===== src/rtl/wb_commit_unit.sv =====
// Writeback/commit stage: retires LSU results into the register file and turns a flagged
// exception into a single flush + trap redirect followed by a fixed drain window.

package wb_commit_pkg;
  localparam int unsigned XLEN   = 64;
  localparam int unsigned CauseW = 6;

  typedef logic [XLEN-1:0] reg_data_t;

  typedef struct packed {
    logic [4:0] rd;
    logic       reg_wb;
  } decode_t;

  typedef struct packed {
    logic              valid;
    logic [CauseW-1:0] code;
  } except_t;

  typedef struct packed {
    logic      valid;
    reg_data_t pc;
    decode_t   decode;
    except_t   except;
  } issued_instr_t;
endpackage

module wb_commit_unit
  import wb_commit_pkg::*;
#(
  parameter int unsigned DRAIN_CYCLES = 3,
  parameter int unsigned CNT_W        = 64
) (
  input  logic          i_clk,
  input  logic          i_rst,
  input  issued_instr_t i_instr,
  input  reg_data_t     i_data,
  input  reg_data_t     i_mtvec,
  output logic          o_rf_wr_en,
  output logic [4:0]    o_rf_wr_idx,
  output reg_data_t     o_rf_wr_data,
  output logic          o_flush,
  output logic          o_redirect_valid,
  output reg_data_t     o_redirect_pc,
  output reg_data_t     o_epc,
  output reg_data_t     o_cause,
  output logic [CNT_W-1:0] o_retired,
  output logic [CNT_W-1:0] o_cycles,
  output logic          o_busy
);

  localparam int unsigned DrainW = (DRAIN_CYCLES > 1) ? $clog2(DRAIN_CYCLES) : 1;

  typedef enum logic [1:0] {StRun, StTrap, StDrain} state_e;

  state_e            state_q, state_d;
  logic [DrainW-1:0] drain_q, drain_d;
  logic              wr_en_q, wr_en_d;
  logic [4:0]        wr_idx_q, wr_idx_d;
  reg_data_t         wr_data_q, wr_data_d;
  logic              flush_q, flush_d;
  reg_data_t         redirect_pc_q, redirect_pc_d;
  reg_data_t         epc_q, epc_d;
  reg_data_t         cause_q, cause_d;
  logic [CNT_W-1:0]  retired_q, retired_d;
  logic [CNT_W-1:0]  cycles_q, cycles_d;
  logic              busy_q, busy_d;

  always_comb begin
    state_d       = state_q;
    drain_d       = drain_q;
    wr_en_d       = 1'b0;
    wr_idx_d      = wr_idx_q;
    wr_data_d     = wr_data_q;
    flush_d       = 1'b0;
    redirect_pc_d = redirect_pc_q;
    epc_d         = epc_q;
    cause_d       = cause_q;
    retired_d     = retired_q;
    cycles_d      = cycles_q + CNT_W'(1);

    unique case (state_q)
      StRun: begin
        if (i_instr.valid) begin
          // Exception wins over reg_wb: a trapping instruction never writes or retires.
          if (i_instr.except.valid) begin
            epc_d         = i_instr.pc;
            cause_d       = {{(XLEN - CauseW){1'b0}}, i_instr.except.code};
            redirect_pc_d = i_mtvec;
            flush_d       = 1'b1;
            state_d       = StTrap;
          end else begin
            retired_d = retired_q + CNT_W'(1);
            wr_en_d   = i_instr.decode.reg_wb & (i_instr.decode.rd != 5'd0);
            wr_idx_d  = i_instr.decode.rd;
            wr_data_d = i_data;
          end
        end
      end
      StTrap: begin
        state_d = StDrain;
        drain_d = DrainW'(DRAIN_CYCLES - 1);
      end
      StDrain: begin
        if (drain_q == '0) begin
          state_d = StRun;
        end else begin
          drain_d = drain_q - DrainW'(1);
        end
      end
      default: state_d = StRun;
    endcase

    busy_d = (state_d != StRun);
  end

  always_ff @(posedge i_clk or posedge i_rst) begin
    if (i_rst) begin
      state_q       <= StRun;
      drain_q       <= '0;
      wr_en_q       <= 1'b0;
      wr_idx_q      <= '0;
      wr_data_q     <= '0;
      flush_q       <= 1'b0;
      redirect_pc_q <= '0;
      epc_q         <= '0;
      cause_q       <= '0;
      retired_q     <= '0;
      cycles_q      <= '0;
      busy_q        <= 1'b0;
    end else begin
      state_q       <= state_d;
      drain_q       <= drain_d;
      wr_en_q       <= wr_en_d;
      wr_idx_q      <= wr_idx_d;
      wr_data_q     <= wr_data_d;
      flush_q       <= flush_d;
      redirect_pc_q <= redirect_pc_d;
      epc_q         <= epc_d;
      cause_q       <= cause_d;
      retired_q     <= retired_d;
      cycles_q      <= cycles_d;
      busy_q        <= busy_d;
    end
  end

  assign o_rf_wr_en       = wr_en_q;
  assign o_rf_wr_idx      = wr_idx_q;
  assign o_rf_wr_data     = wr_data_q;
  assign o_flush          = flush_q;
  assign o_redirect_valid = flush_q;
  assign o_redirect_pc    = redirect_pc_q;
  assign o_epc            = epc_q;
  assign o_cause          = cause_q;
  assign o_retired        = retired_q;
  assign o_cycles         = cycles_q;
  assign o_busy           = busy_q;

endmodule


===== config.mk =====
export PLATFORM = sky130hd
export DESIGN_NAME = wb_commit_unit
export DESIGN_NICKNAME = d
export VERILOG_FILES = /design/src/rtl/wb_commit_unit.sv
export SDC_FILE = /design/constraint.sdc
export NUM_CORES = 1
export LEC_CHECK = 0
export BUFFER_PORTS_ARGS = -buffer_cell sky130_fd_sc_hd__buf_2
export CAP_MARGIN = 25
export CORE_AREA = 5 5 228 230
export CTS_CLUSTER_DIAMETER = 120
export CTS_CLUSTER_SIZE = 16
export DETAILED_ROUTE_END_ITERATION = 10
export DIE_AREA = 0 0 233 235
export GPL_ROUTABILITY_DRIVEN = 0
export MAX_ROUTING_LAYER = met4
export SETUP_SLACK_MARGIN = 0.2
export SYNTH_ARGS = -nofsm -noshare
export SYNTH_HDL_FRONTEND = slang
export SYNTH_SLANG_ARGS = --single-unit
export TNS_END_PERCENT = 30

===== constraint.sdc =====
create_clock -name i_clk -period 9.55 [get_ports i_clk]
set_clock_uncertainty 0.2 [all_clocks]
set_input_delay 0.955 -clock i_clk [delete_from_list [all_inputs] [get_ports i_clk]]
set_output_delay 0.955 -clock i_clk [all_outputs]
set_load 0.02 [all_outputs]

==> summary.md <==
| Metric | Value |
|---|---|
| Status | complete, no violations |
| EDFF count, synth | 0 |
| Post-detail-place hpwl | 31900 microns |
| RSZ-0062 raised after global routing | no |
| #FFs+latches synth | 338 |
| Post-cts repair resize count | 0 |
| Final ANT Viol Nets | 0 |
| Setup Buffers After CTS | 0 |
| Clk root buf | clkbuf_16 |
| Crit. End Element | register |
| Startpoint types | register |
| First-pass GRT wire length | 65300 microns |
| Pre-CTS setup slack | 5.58 ns |
| DIE HEIGHT | 235 microns |
| Critical path cell sequence | nor3_2, buf_4, buf_4, mux2_2 |
| Total grt overflow | 0 |
| Die ar. | 0.0548 sq mm |
| Clk sinks | 338 |
| Cell row count | 82 |
| Mapped Area | 0.0143 sq mm |
| Slew margin rel. | 0.326 |
| Final Setup Violations | 0 |
| Area of the core | 0.0497 sq mm |
| Fillers | 5044 |
| Yosys top cell area share | 0.591 |
| Max H-tree Level | 1 |
| Highest clock rate | 0.311 GHz |
| Clock insertion delay at the later pin of the skew report | 0.55 ns |
| Top post-synthesis cells by area | dfrtp_1 59%, mux2_2 11%, nand2_1 7.0%, xnor2_1 4.0%, xor2_1 3.6% |
| Most common cell in the netlist | dfrtp_1 |
| Post-synthesis cell count | 1244 |
| Max Slew Vio Count | 0 |
| Most used DFF post-synth | dfrtp_1 |
| Setup TNS | 0 ns |
| Ports | 601 |
| Cell Pwr Density | 266 mW/mm^2 |
| Hold/Removal Path Class | reg -> reg |
| Commonest cells in the netlist | 338 x dfrtp_1, 266 x nand2_1, 135 x mux2_2, 66 x xnor2_1 |
| Fraction of registers with async set/reset | 1.00 |
| Max IR drop VDD | 195 uV |
| Synth unique cells | 41 |
| Largest net degree at the start of global routing | 163 |
| CTS Hold Bufs | 0 |
| Cell repeated most along the worst path | buf_4 |
| Area growth syn-to-layout | 27.4% |
| Max-cap violation count | 0 |
| Tmin final | 3.22 ns |
| Crit path required time | 9.79 ns |
| Violation count after the first detailed-route iteration | 659 |
| Vias per cell | 4.49 |
| Antenna violations before repair | 3 |
| Clk slew on worst S/H paths | 0.08 ns |
| Layout cells sized above 1 | 0.409 |
| CP arrival | 3.45 ns |
| Final instance area | 0.0182 sq mm |
| GRT Overall Usage | 0.152 |
| Remaining DRCs | 0 |
| Hold_ws | 0.269 ns |
| Biggest area consumer among synthesized cells | dfrtp_1 |
| Worst-path maximum fanout | 71 |
| Worst path max stage delay | 0.76 ns |
| Clock Tree Buf Depth | 3 |
| Post-synthesis sequential area ratio | 0.591 |
| Worst-Margin Slew | 1.01 ns |
| Die Wd | 233 microns |
| Final worst-path setup slack | 6.33 ns |
| Total iterations of the first detailed-routing run | 5 |
| Total routed wirelength | 42700 microns |
| Syn Area/Cell | 11.5 sq um |
| CTS tree | built |
| Slowest stage cell, crit path | buf_4 |
| Per-cell routed wire length | 17.4 microns |
| Nets@finish | 1991 |
| Setup Crit Path Kind | reg -> reg |
| Vias in the first global route | 11200 |
| Synth warn | 0 |
| Post-DP Area | 0.0176 sq mm |
| Initial Utilization | 0.288 |
| Util after Layout | 0.367 |
| Number of port buffers | 542 |
| Period utilization | 0.337 |
| Final hold violations | 0 |
| Via count | 11000 |
| Lkg Pwr | 9.39 nW |
| Total CTS buffers | 25 |
## through the flow
stage | power (mW) | std cells
5_1_grt | 5.11 | 2454
2_1_floorplan | 3.22 | 1301
3_3_place_gp | 3.88 | 2424
4_1_cts | 4.93 | 2451
6_report | 4.84 | 2454
3_5_place_dp | 3.93 | 2424
## flip-flops by register name, indices dropped and copies added, names as in the netlist
name,count
o_busy,1
o_cycles,64
o_retired,64
drain_q,2
o_epc,64
o_rf_wr_data,64
o_flush,1
o_redirect_pc,64
state_q,2
o_rf_wr_en,1
o_rf_wr_idx,5
o_cause,6
## final timing paths
path | startpoint | endpoint | slack [ns] | depth (start not counted)
setup / recovery | state_q[0]$_DFF_PP0_ | o_epc[50]$_DFFE_PP0P_ | 6.33 | 4
hold / removal | o_cycles[63]$_DFF_PP0_ | o_cycles[63]$_DFF_PP0_ | 0.27 | 1
setup reg to reg | state_q[0]$_DFF_PP0_ | o_epc[50]$_DFFE_PP0P_ | 6.33 | 4
hold reg to reg | o_cycles[63]$_DFF_PP0_ | o_cycles[63]$_DFF_PP0_ | 0.27 | 1
max in group asynchronous | i_rst | o_redirect_pc[38]$_DFFE_PP0P_ | 7.36 | 3
min in group asynchronous | i_rst | o_rf_wr_data[39]$_DFFE_PP0P_ | 0.35 | 2
## cells by family after synthesis
| family | count (synthesis) | synth area share |
|---|---|---|
| compound gates | 5 | 0.00219 |
| simple gates | 516 | 0.173 |
| other cells | 1 | 0.000262 |
| fa+ha+maj | 3 | 0.00262 |
| mux | 135 | 0.106 |
| flops | 338 | 0.591 |
| buf+inv | 121 | 0.0483 |
| xor+xnor | 125 | 0.0765 |
## critical path: cells and delay by family, from the launching register on
| family | cells | cell delay (ns) |
|---|---|---|
| buf+inv | 2 | 1.48 |
| flops | 1 | 0.51 |
| mux | 1 | 0.42 |
| simple gates | 1 | 0.36 |
## cell usage in the layout, fill, tap and decap left out, drive strengths merged, types with 38 or more instances in the layout
master    n
nand4    57
buf     549
nand2   266
nor3     39
conb     58
mux2    135
nor2     48
xor2     59
xnor2    66
dfrtp   338
nand3    38
## report_power, final
group	internal (mW)	leakage, nW	switching, mW
Sequential	1.88	4.25	0.243
Combinational	0.642	4.82	1.11
Clock	0.468	0.320	0.505
Total	2.99	9.39	1.86
## cell type report
| cell class | instances | area, sq um | share of cell area |
|---|---|---|---|
| Antenna cell | 2 | 5.00 | 0.000275 |
| Clock buffer | 25 | 626 | 0.0343 |
| Clock inverter | 2 | 25.0 | 0.00137 |
| Inverter | 24 | 93.8 | 0.00515 |
| Multi-Input combinational cell | 842 | 5390 | 0.296 |
| Sequential cell | 338 | 8460 | 0.464 |
| Tap cell | 672 | 841 | 0.0461 |
| Timing Repair Buffer | 549 | 2790 | 0.153 |
## layer usage
| metal | vias to the layer above | track usage | part of all wire |
|---|---|---|---|
| met5 | - | - | 0 |
| met3 | 57 | 0.0356 | 0.067 |
| met2 | 345 | 0.255 | 0.50 |
| li1 | 5140 | - | - |
| met4 | 0 | 0.0315 | 0.021 |
| met1 | 5482 | 0.188 | 0.41 |
Power figures use the tool's default switching activity.
